File: src/rtl/jts16_cabin_mux_if.sv
// CPU-side view of the c4xxxx cabinet I/O window: select, bank, port index and returned byte.
// Latency: none inside the interface; the slave registers dout one clk after the inputs.
// Backpressure: none; the master holds io_cs high for as long as the access lasts.
interface jts16_cabin_mux_if;
   logic       io_cs;   // I/O window select, high for the whole CPU access
   logic [1:0] sel;     // A[13:12]: 0 PPI, 1 cabinet ports, 2 DIP switches, 3 unused
   logic [1:0] addr;    // A[2:1] port index
   logic [7:0] dout;    // registered port data back to the CPU data-in mux

   // CPU / address decoder side
   modport master (
      output io_cs,
      output sel,
      output addr,
      input  dout
   );

   // Cabinet multiplexer side
   modport slave (
      input  io_cs,
      input  sel,
      input  addr,
      output dout
   );
endinterface

File: src/rtl/jts16_cabin_mux.sv
// Cabinet-input multiplexer for the S16 main CPU I/O window: standard, scanned and analog modes.
// Latency: dout follows the inputs one clk later while io_cs is high; reads FF one clk after io_cs drops.
// Backpressure: none; the CPU holds io_cs for the access and samples dout whenever it likes.
module jts16_cabin_mux #(
   parameter int PLAYERS   = 4,   // digital joystick/start channels, 2..4
   parameter int ANA       = 2,   // 16-bit analog channels, 1..2
   parameter int COIN_HOLD = 16,  // minimum cycles a coin event is shown low (>= 1)
   parameter int CW        = 2    // scan counter width, 2**CW >= PLAYERS
)(
   input  logic                 rst,
   input  logic                 clk,
   jts16_cabin_mux_if.slave     io_bus,
   input  logic [1:0]           i_mode,
   input  logic                 i_ana_neg,
   input  logic [8*PLAYERS-1:0] i_joystick,
   input  logic [16*ANA-1:0]    i_joyana,
   input  logic [PLAYERS-1:0]   i_start_button,
   input  logic [1:0]           i_coin_input,
   input  logic                 i_service,
   input  logic                 i_dip_test,
   input  logic [7:0]           i_dipsw_a,
   input  logic [7:0]           i_dipsw_b,
   output logic [CW-1:0]        o_scan_cnt
);

   localparam int              CCW       = $clog2(COIN_HOLD + 1);
   localparam logic [CCW-1:0]  COIN_LOAD = CCW'(COIN_HOLD);
   localparam logic [CW-1:0]   SCAN_LAST = CW'(PLAYERS - 1);

   localparam logic [1:0] MODE_SCAN = 2'd1;
   localparam logic [1:0] MODE_ANA  = 2'd2;

   localparam logic [1:0] SEL_CAB   = 2'd1;
   localparam logic [1:0] SEL_DIP   = 2'd2;

   // Sega "sorted" joystick layout used by the standard boards
   function automatic logic [7:0] f_sort(input logic [7:0] j);
      return {j[1:0], j[3:2], j[7], j[5:4], j[6]};
   endfunction

   // Passing Shot per-player layout returned by the scanned port
   function automatic logic [7:0] f_pass(input logic [7:0] j);
      return {j[7:4], j[1:0], j[3:2]};
   endfunction

   // Analog byte: low byte as-is, or two's complement of the high byte when negated
   function automatic logic [7:0] f_ana(input logic [15:0] a, input logic neg);
      return neg ? 8'(~a[15:8] + 8'd1) : a[7:0];
   endfunction

   // ------------------------------------------------------------------
   // Per-player views, padded to four players with idle (all ones) bits
   // so the system port can always take start[3:2] without range checks.
   // ------------------------------------------------------------------
   logic [7:0] w_joy [4];
   logic [3:0] w_start;

   for (genvar g = 0; g < 4; g++) begin : g_player
      if (g < PLAYERS) begin : g_real
         assign w_joy[g]   = i_joystick[8*g +: 8];
         assign w_start[g] = i_start_button[g];
      end else begin : g_idle
         assign w_joy[g]   = 8'hFF;
         assign w_start[g] = 1'b1;
      end
   end

   logic [7:0] w_sort_p1;
   logic [7:0] w_sort_p2;
   logic [7:0] w_ana_first;
   logic [7:0] w_ana_last;

   assign w_sort_p1   = f_sort(w_joy[0]);
   assign w_sort_p2   = f_sort(w_joy[1]);
   assign w_ana_first = f_ana(i_joyana[15:0], i_ana_neg);
   assign w_ana_last  = f_ana(i_joyana[16*(ANA-1) +: 16], i_ana_neg);

   logic w_mode_scan;
   logic w_mode_ana;

   // Mode 3 falls through to standard behaviour because neither flag is set
   assign w_mode_scan = (i_mode == MODE_SCAN);
   assign w_mode_ana  = (i_mode == MODE_ANA);

   // ------------------------------------------------------------------
   // Access strobe. r_armed keeps an access that is already in progress
   // when reset releases from being counted as a new one: the first strobe
   // needs io_cs to have been seen low for a clock after reset.
   // ------------------------------------------------------------------
   logic r_last_cs;
   logic r_armed;
   logic w_strobe;

   assign w_strobe = io_bus.io_cs & ~r_last_cs & r_armed;

   // Track the previous select level and arm once the bus has been idle
   always_ff @(posedge clk or posedge rst) begin
      if (rst) begin
         r_last_cs <= 1'b0;
         r_armed   <= 1'b0;
      end else begin
         r_last_cs <= io_bus.io_cs;
         r_armed   <= r_armed | ~io_bus.io_cs;
      end
   end

   // ------------------------------------------------------------------
   // Scan counter: only moves on a mode-1 cabinet strobe. An addr-0 read
   // rewinds it, each addr-1 read advances it with wrap at PLAYERS-1.
   // ------------------------------------------------------------------
   logic [CW-1:0] r_scan_cnt;
   logic [CW-1:0] w_scan_nxt;
   logic [CW-1:0] w_scan_idx;
   logic [7:0]    w_scan_joy;

   // Next scan count from the strobe and the port being addressed
   always_comb begin
      w_scan_nxt = r_scan_cnt;
      if (w_strobe && w_mode_scan && io_bus.sel == SEL_CAB) begin
         if (io_bus.addr == 2'd0) begin
            w_scan_nxt = '0;
         end else if (io_bus.addr == 2'd1) begin
            w_scan_nxt = (r_scan_cnt == SCAN_LAST) ? '0 : r_scan_cnt + 1'b1;
         end
      end
   end

   // The player shown is the one just stepped past, so a rewound counter
   // still points at the last player until the first addr-1 strobe.
   assign w_scan_idx = (w_scan_nxt == '0) ? SCAN_LAST : w_scan_nxt - 1'b1;

   // Pick the scanned player's joystick byte
   always_comb begin
      w_scan_joy = 8'hFF;
      for (int p = 0; p < PLAYERS; p++) begin
         if (w_scan_idx == CW'(p)) begin
            w_scan_joy = w_joy[p];
         end
      end
   end

   // Hold the scan counter between strobes, in every mode
   always_ff @(posedge clk or posedge rst) begin
      if (rst) begin
         r_scan_cnt <= '0;
      end else begin
         r_scan_cnt <= w_scan_nxt;
      end
   end

   // ------------------------------------------------------------------
   // Coin stretch: a coin-low sample reloads COIN_HOLD, then the counter
   // drains to zero. The coin reads low while the input is low or the
   // counter is still draining, so a 1-cycle pulse shows for HOLD+1 clocks.
   // ------------------------------------------------------------------
   logic [CCW-1:0] r_coin_cnt [2];
   logic [1:0]     w_coin_s;

   // Reload on coin low, otherwise count down and stick at zero
   always_ff @(posedge clk or posedge rst) begin
      if (rst) begin
         for (int c = 0; c < 2; c++) begin
            r_coin_cnt[c] <= '0;
         end
      end else begin
         for (int c = 0; c < 2; c++) begin
            if (!i_coin_input[c]) begin
               r_coin_cnt[c] <= COIN_LOAD;
            end else if (r_coin_cnt[c] != '0) begin
               r_coin_cnt[c] <= r_coin_cnt[c] - 1'b1;
            end
         end
      end
   end

   // Stretched active-low coin levels presented on the system port
   always_comb begin
      w_coin_s = 2'b11;
      for (int c = 0; c < 2; c++) begin
         w_coin_s[c] = i_coin_input[c] & (r_coin_cnt[c] == '0);
      end
   end

   // ------------------------------------------------------------------
   // Port data
   // ------------------------------------------------------------------
   logic [7:0] w_sys;
   logic [7:0] w_dout_nxt;

   // System port: starts, service, test and coins, top bits vary by mode
   always_comb begin
      w_sys = {2'b11, w_start[1:0], i_service, i_dip_test, w_coin_s};
      if (w_mode_ana) begin
         w_sys[7:6] = {w_joy[1][4], w_joy[0][4]};
      end else if (w_mode_scan) begin
         w_sys[7:6] = w_start[3:2];
      end
   end

   // Select the byte for the addressed port; unhandled banks read FF
   always_comb begin
      w_dout_nxt = 8'hFF;
      case (io_bus.sel)
         SEL_CAB: begin
            case (io_bus.addr)
               2'd0: w_dout_nxt = w_sys;
               2'd1: begin
                  if (w_mode_scan) begin
                     w_dout_nxt = f_pass(w_scan_joy);
                  end else if (w_mode_ana) begin
                     w_dout_nxt = w_ana_first;
                  end else begin
                     w_dout_nxt = w_sort_p1;
                  end
               end
               2'd2: begin
                  if (w_mode_ana) begin
                     w_dout_nxt = {w_sort_p2[7:4], w_sort_p1[7:4]};
                  end
               end
               default: begin
                  w_dout_nxt = w_mode_ana ? w_ana_last : w_sort_p2;
               end
            endcase
         end
         SEL_DIP: w_dout_nxt = io_bus.addr[0] ? i_dipsw_b : i_dipsw_a;
         default: w_dout_nxt = 8'hFF;
      endcase
   end

   logic [7:0] r_dout;

   // Register the selected byte during an access, park at FF otherwise
   always_ff @(posedge clk or posedge rst) begin
      if (rst) begin
         r_dout <= 8'hFF;
      end else if (io_bus.io_cs) begin
         r_dout <= w_dout_nxt;
      end else begin
         r_dout <= 8'hFF;
      end
   end

   assign io_bus.dout = r_dout;
   assign o_scan_cnt  = r_scan_cnt;

endmodule
File: src/flat_wrapper.sv
// flat-port wrapper written by rule: the top's interface ports become plain ports
module jts16_cabin_mux_flat 
#(
   parameter int PLAYERS   = 4,                                           
   parameter int ANA       = 2,                                  
   parameter int COIN_HOLD = 16,                                                    
   parameter int CW        = 2                                           
)
  (rst, clk, i_mode, i_ana_neg, i_joystick, i_joyana, i_start_button, i_coin_input, i_service, i_dip_test, i_dipsw_a, i_dipsw_b, o_scan_cnt, io_bus_io_cs, io_bus_sel, io_bus_addr, io_bus_dout);
  jts16_cabin_mux_if io_bus_i ();
  input  logic rst;
  input  logic clk;
  input  logic [1:0] i_mode;
  input  logic i_ana_neg;
  input  logic [8*PLAYERS-1:0] i_joystick;
  input  logic [16*ANA-1:0] i_joyana;
  input  logic [PLAYERS-1:0] i_start_button;
  input  logic [1:0] i_coin_input;
  input  logic i_service;
  input  logic i_dip_test;
  input  logic [7:0] i_dipsw_a;
  input  logic [7:0] i_dipsw_b;
  output logic [CW-1:0] o_scan_cnt;
  input wire logic [$bits(io_bus_i.io_cs)-1:0] io_bus_io_cs;
  input wire logic [$bits(io_bus_i.sel)-1:0] io_bus_sel;
  input wire logic [$bits(io_bus_i.addr)-1:0] io_bus_addr;
  output wire logic [$bits(io_bus_i.dout)-1:0] io_bus_dout;
  assign io_bus_i.io_cs = io_bus_io_cs;
  assign io_bus_i.sel = io_bus_sel;
  assign io_bus_i.addr = io_bus_addr;
  assign io_bus_dout = io_bus_i.dout;
  jts16_cabin_mux #(.PLAYERS(PLAYERS), .ANA(ANA), .COIN_HOLD(COIN_HOLD), .CW(CW)) u_core (.rst(rst), .clk(clk), .io_bus(io_bus_i), .i_mode(i_mode), .i_ana_neg(i_ana_neg), .i_joystick(i_joystick), .i_joyana(i_joyana), .i_start_button(i_start_button), .i_coin_input(i_coin_input), .i_service(i_service), .i_dip_test(i_dip_test), .i_dipsw_a(i_dipsw_a), .i_dipsw_b(i_dipsw_b), .o_scan_cnt(o_scan_cnt));
endmodule
File: config.mk
export PLATFORM = sky130hd
export DESIGN_NAME = jts16_cabin_mux_flat
export DESIGN_NICKNAME = d
export VERILOG_FILES = /design/src/rtl/jts16_cabin_mux_if.sv /design/src/rtl/jts16_cabin_mux.sv /design/src/flat_wrapper.sv
export SDC_FILE = /design/constraint.sdc
export NUM_CORES = 1
export LEC_CHECK = 0
export CAP_MARGIN = 0
export CORE_UTILIZATION = 38
export CTS_CLUSTER_DIAMETER = 100
export DETAILED_ROUTE_END_ITERATION = 10
export PLACE_DENSITY = 0.88
export SLEW_MARGIN = 20
export SYNTH_ARGS = -nofsm -noshare
export SYNTH_HDL_FRONTEND = slang
export SYNTH_SLANG_ARGS = --single-unit
File: constraint.sdc
create_clock -name clk -period 1.9 [get_ports clk]
set_clock_uncertainty 0.15 [all_clocks]
set_input_delay 0.19 -clock clk [delete_from_list [all_inputs] [get_ports clk]]
set_output_delay 0.19 -clock clk [all_outputs]
set_load 0.005 [all_outputs]
; ---- Yosys cells after proc, flatten, opt, wreduce, memory -nomap -nowiden
; Cells that the tools add are included.
[classes]
n_addsub = 6
n_eq_ne = 12
mux = 25
bitwise = 9
n_reduce_logical = 9
[op_table]
columns = op, n
row1 = 2-to-1 mux 8 bit, 12
row2 = case mux 8 bit (3 select lines), 1
row3 = 2-to-1 mux 5 bit, 4
row4 = adder 8 x 1 -> 8 bit (second input constant), 2
row5 = NOT 8 bit, 2
row6 = case mux 8 bit (2 select lines), 1
row7 = 2-to-1 mux 2 bit, 7
row8 = equality test 2 bit (second input constant), 6
row9 = logical NOT 5 bit, 2
row10 = nonzero test 5 bit, 2
row11 = subtractor 5 x 1 -> 5 bit (second input constant), 2
row12 = equality test 2 x 1 -> 1 bit (second input constant), 4
row13 = logical NOT 2 bit, 3
row14 = bitwise AND 1 bit, 4
row15 = inequality test 2 x 1 -> 1 bit (second input constant), 2
row16 = adder 2 x 1 -> 2 bit (second input constant), 1
row17 = logical AND 1 bit, 2
row18 = NOT 1 bit, 2
row19 = subtractor 2 x 1 -> 2 bit (second input constant), 1
row20 = bitwise OR 1 bit, 1
[totals]
regBits = 22
in_bits = 98
out_inout_bits = 10
wordCells = 67

; ---- Longest topological paths before layout
[logic_depth]
word_depth = 17
ltp_mapped = 11

; ---- Worst setup path before layout
; Ideal clock, no wire load.
[synth_path]
path_type = input -> register
from = input port io_bus_sel[1]
to = register u_core.r_dout[4] (netlist: u_core.io_bus.dout[4])
setup_ns = 0.088
arrival_ns = 1.851
required_ns = 1.662
setup_slack_ns = -0.189
path_stages = 10
cell_sequence = inv_1 ha_1 buf_6 and4bb_1 and3_1 buf_6 mux2i_4 mux2_1 a21oi_1 o21ai_1
[synth_between]
elab_chain_len = 14
word_cells_on_any_way = 19
[synth_lines]
columns = element, line_no
row1 = start: declaration, flat_wrapper.sv:25  ; input wire logic [$bits(io_bus_i.sel)-1:0] io_bus_sel;
row2 = equality test 2 x 1 -> 1 bit, "jts16_cabin_mux.sv:119, jts16_cabin_mux.sv:203"
row3 = logical AND 1 bit, jts16_cabin_mux.sv:119  ; if (w_strobe && w_mode_scan && io_bus.sel == SEL_CAB) begin
row4 = 2-to-1 mux 2 bit, jts16_cabin_mux.sv:119
row5 = subtractor 2 x 1 -> 2 bit / logical NOT 2 bit (equally long branches), jts16_cabin_mux.sv:130  ; assign w_scan_idx = (w_scan_nxt == '0) ? SCAN_LAST : w_scan_nxt - 1'b1;
row6 = 2-to-1 mux 2 bit, jts16_cabin_mux.sv:130
row7 = logical NOT 2 bit, jts16_cabin_mux.sv:136  ; if (w_scan_idx == CW'(p)) begin
row8 = 2-to-1 mux 8 bit (4 in series), jts16_cabin_mux.sv:136
row9 = 2-to-1 mux 8 bit, jts16_cabin_mux.sv:208  ; if (w_mode_scan) begin
row10 = case mux 8 bit (3 select lines), jts16_cabin_mux.sv:205  ; case (io_bus.addr)
row11 = case mux 8 bit (2 select lines) *, jts16_cabin_mux.sv:203  ; case (io_bus.sel)
row12 = 2-to-1 mux 8 bit *, jts16_cabin_mux.sv:237  ; end else if (io_bus.io_cs) begin
row13 = end signal: assignment, jts16_cabin_mux.sv:238  ; r_dout <= w_dout_nxt;
row14 = end: declaration, jts16_cabin_mux.sv:231  ; logic [7:0] r_dout;
; Every way passes the cells marked *; elsewhere a longest branch is shown, timed or not.
; A chain may end at the register's enable or synchronous reset.

; ---- Worst setup path after layout
[layout_path]
from = register u_core.r_last_cs
to = register u_core.r_dout[3] (netlist: u_core.io_bus.dout[3])
[layout_between]
elab_chain_len = 17
word_cells_on_any_way = 21
[layout_lines]
columns = element, line_no
row1 = start: declaration, jts16_cabin_mux.sv:90  ; logic r_last_cs;
row2 = start signal: assignment, jts16_cabin_mux.sv:102  ; r_last_cs <= io_bus.io_cs;
row3 = NOT 1 bit *, jts16_cabin_mux.sv:94  ; assign w_strobe = io_bus.io_cs & ~r_last_cs & r_armed;
row4 = bitwise AND 1 bit * (2 in series), jts16_cabin_mux.sv:94
row5 = logical AND 1 bit * (2 in series), jts16_cabin_mux.sv:119
row6 = 2-to-1 mux 2 bit *, jts16_cabin_mux.sv:119
row7 = subtractor 2 x 1 -> 2 bit / logical NOT 2 bit (equally long branches), jts16_cabin_mux.sv:130
row8 = 2-to-1 mux 2 bit *, jts16_cabin_mux.sv:130
row9 = logical NOT 2 bit, jts16_cabin_mux.sv:136
row10 = 2-to-1 mux 8 bit (3 in series), jts16_cabin_mux.sv:136
row11 = 2-to-1 mux 8 bit *, jts16_cabin_mux.sv:136
row12 = 2-to-1 mux 8 bit *, jts16_cabin_mux.sv:208
row13 = case mux 8 bit (3 select lines) *, jts16_cabin_mux.sv:205
row14 = case mux 8 bit (2 select lines) *, jts16_cabin_mux.sv:203
row15 = 2-to-1 mux 8 bit *, jts16_cabin_mux.sv:237
; Marked as above.

==> results.yml <==
run_status:
  status: "complete, but fails checks"
  violations: "hold timing, setup timing"
setup_path:
  start_kind: "register"
  worstSetupPathDepth: 7
  r2r-end: "u_core.io_bus.dout[3]"
  worst-path-max-fanout: 8
  cp_data_arrival_time_ns: 2.12
  required_ns: 1.95
  critPathCapture: "u_core.io_bus.dout[3]"
  startpoint: "u_core.r_last_cs"
  r2r-start: "u_core.r_last_cs"
  cp_top_family: "compound AO/OA/AOI/OAI gates"
  path_cells: "and4bb_1 -> and3_4 -> buf_6 -> mux2_4 -> a221o_1 -> a21oi_2 -> o21ai_1"
  critPathSlowestCell: "dfrtp_1"
  worstSetupPathType: "reg2reg"
  r2r_setup_slack_ns: -0.17
  setup.worst_path.end_class: "register"
  reg2reg_depth: 7
  cpPeakStageDelay_ns: 0.37
  worst-path-buf-inv: 1
die:
  die_h_um: 81.2
  start_util_pct: 39.8
  die_area_sq_um: 6600
  pin_count: 108
  die_w_um: 81.2
  placement_rows: 28
  core_sq_um: 5990
hold_path:
  hold_class: "in2async"
timing:
  max_freq_mhz: 483
  max_slew.worst_pin.slew_ns: 0.504
  period_minus_slack_ns: 2.07
  fin_ws_ns: -0.170
  finalCritPeriodShare_pct: 109
  setup_viol: 8
  fin_tns_setup_ns: -1.06
  drv_slew: 0
  hold_viol: 3
  rsz0062_at_grt: "true"
  slew_headroom_pct: 66.0
  hold_slack_ns: -0.00116
clock_tree:
  cts_buffers: 3
  clkSlewWorstSetupHoldPaths_ns: 0.09
  clk_latency_ns: 0.28
  cts_hold_buf: 0
  root_buffer: "clkbuf_8"
  cts_sinks: 22
  cts_tree: "built"
  cts-htree-levels: 1
  clock_path_buffers: 2
detailed_routing:
  wirelength_um: 8930
  firstDrtPassIters: 5
  via_per_inst: 5.56
  ant_nets: 0
  drcViolationCount: 0
  wl_per_cell_um: 17.0
  drt_iter0_drc: 215
  num_vias: 2923
logic_synthesis:
  synth_cell_type_count: 54
  ys_ff_latch: 22
  synth_nets: 395
  synth_area_per_cell_sq_um: 8.22
  ys_seq_area_share_pct: 23.5
  synth-edff-count: 0
  async_reset_ff_share_pct: 100
  syn_area_sq_um: 2380
  synthCells: 290
  ys_warn_count: 0
  synth_ff_type: "dfrtp_1"
layout:
  nFillCells: 466
  fin_area_sq_um: 4230
  diodes: 0
  regArea_sq_um: 563
  nets: 557
  areaGrowthSynthToFinish_pct: 77.3
  multi_input_area_sq_um: 1830
  drive_gt1_share_pct: 27.5
  final_cells: 526
place:
  io_buffers: 107
  placedInstanceArea_sq_um: 4030
  place_hpwl_um: 7300
  place_congestion: 0.935
  dp.cells: 520
power:
  p_per_area_nw_per_um2: 557
  ir_drop_mv: 0.570
  power.leakage_nw: 1.78
  fin_total_pwr_mw: 2.36
run:
  cap_violations: 0
global_route:
  grt_max_degree: 24
  gr-total-overflow: 0
  antenna_found_initial: 0
  grt_use_total_pct: 28.2
  grt_pass1_vias: 2982
  grt_pass1_wl_um: 14000
-- cells by family (layout without fill, tap and decap cells) --
family                     Yosys count  after routing  synth area share [%]
AOI/OAI and AO/OA                   99             99                  28.8
xor gates and xnor gates            11             11                  4.04
adders and majority gates            7              7                  3.67
buffers and inverters               33            194                  6.03
DFF                                 22             22                  23.5
muxes                               28             28                  13.4
and+or+nand+nor                     90             90                  20.6
-- final cells by class --
| type | instances | area share, % |
|---|---|---|
| Clock buffer | 3 | 0.977 |
| Clock inverter | 1 | 0.710 |
| Inverter | 18 | 1.89 |
| Multi-Input combinational cell | 235 | 43.2 |
| Sequential cell | 22 | 13.3 |
| Tap cell | 75 | 2.22 |
| Timing Repair Buffer | 172 | 37.7 |
-- where the power goes --
group	internal (mW)	switching [mW]
Clock	0.282	0.175
Combinational	0.703	0.517
Sequential	0.593	0.0877
-- synth_stat cells, drive strengths merged, types with 3 or more instances --
library cell / count / share of area, %
o21ai: 27 / 5.7
nand2: 19 / 3.0
nor2: 19 / 3.0
a21oi: 18 / 3.8
inv: 18 / 2.8
mux2i: 16 / 7.6
dfrtp: 14 / 15
mux2: 12 / 5.8
buf: 9 / 2.3
nand2b: 9 / 2.4
nor3: 9 / 1.9
xnor2: 9 / 3.3
dfstp: 8 / 8.8
a221oi: 7 / 3.4
ha: 7 / 3.7
nor2b: 7 / 1.8
a221o: 6 / 2.5
clkbuf: 6 / 0.94
o211ai: 5 / 1.6
o21a: 5 / 1.6
a22oi: 4 / 1.3
a31oi: 4 / 1.0
and2: 4 / 1.0
nand3: 4 / 0.84
nor3b: 4 / 1.3
or3: 4 / 1.0
a211oi: 3 / 0.94
a31o: 3 / 1.1
o311a: 3 / 1.3
or4: 3 / 1.1
-- layer usage --
metal	GRT usage (%)	up-vias	routed length, um
met4	11.3	0	276
met5	0	-	0
met1	32.6	1346	3570
met2	52.2	150	4440
li1	-	1406	-
met3	3.48	21	639
-- timing repair --
item	CTS	global route
setup endpoints to repair	12	14
gates resized for setup	30	7
pin swaps	14	4
buffers inserted	2	0
-- how the worst min path moves through the flow --
| stage | from | end | depth (start not counted) |
|---|---|---|---|
| finish | rst | u_core.r_coin_cnt[1] | 2 |
| global route | rst | u_core.r_coin_cnt[1] | 2 |
| CTS | rst | u_core.r_coin_cnt[1] | 2 |
| detailed placement | rst | u_core.r_coin_cnt[0] | 2 |
| global placement | u_core.r_armed | u_core.r_armed | 1 |
| floorplan | rst | u_core.r_armed | 1 |
-- sequential cells by signal, indices dropped and copies added, names as in the netlist --
name	flops
u_core.o_scan_cnt	2
u_core.io_bus.dout	8
u_core.r_last_cs	1
u_core.r_coin_cnt	10
u_core.r_armed	1
-- metrics by stage --
stage,setup WS (ns),util [%]
final,-0.170,70.6
after global routing,-0.241,70.6
after CTS,-0.169,70.2
after detailed placement,-0.848,67.3
after global placement,-0.776,67.3
after floorplan,-0.109,-
-- cell usage in the layout, fill, tap and decap left out, types with 6 or more instances in the layout --
cell type and count:
mux2i_1 13, clkdlybuf4s50_1 98, a221o_1 6, xnor2_1 9, nor2_1 16, mux2_2 8, dfstp_2 8, buf_4 59
nor3_1 8, dlygate4sd2_1 7, a21oi_1 14, o21ai_0 18, dfrtp_1 12, nand2_1 18, o21ai_1 9, nand2b_1 9
a221oi_2 6, inv_1 17
(Power assumes the default switching activity.)
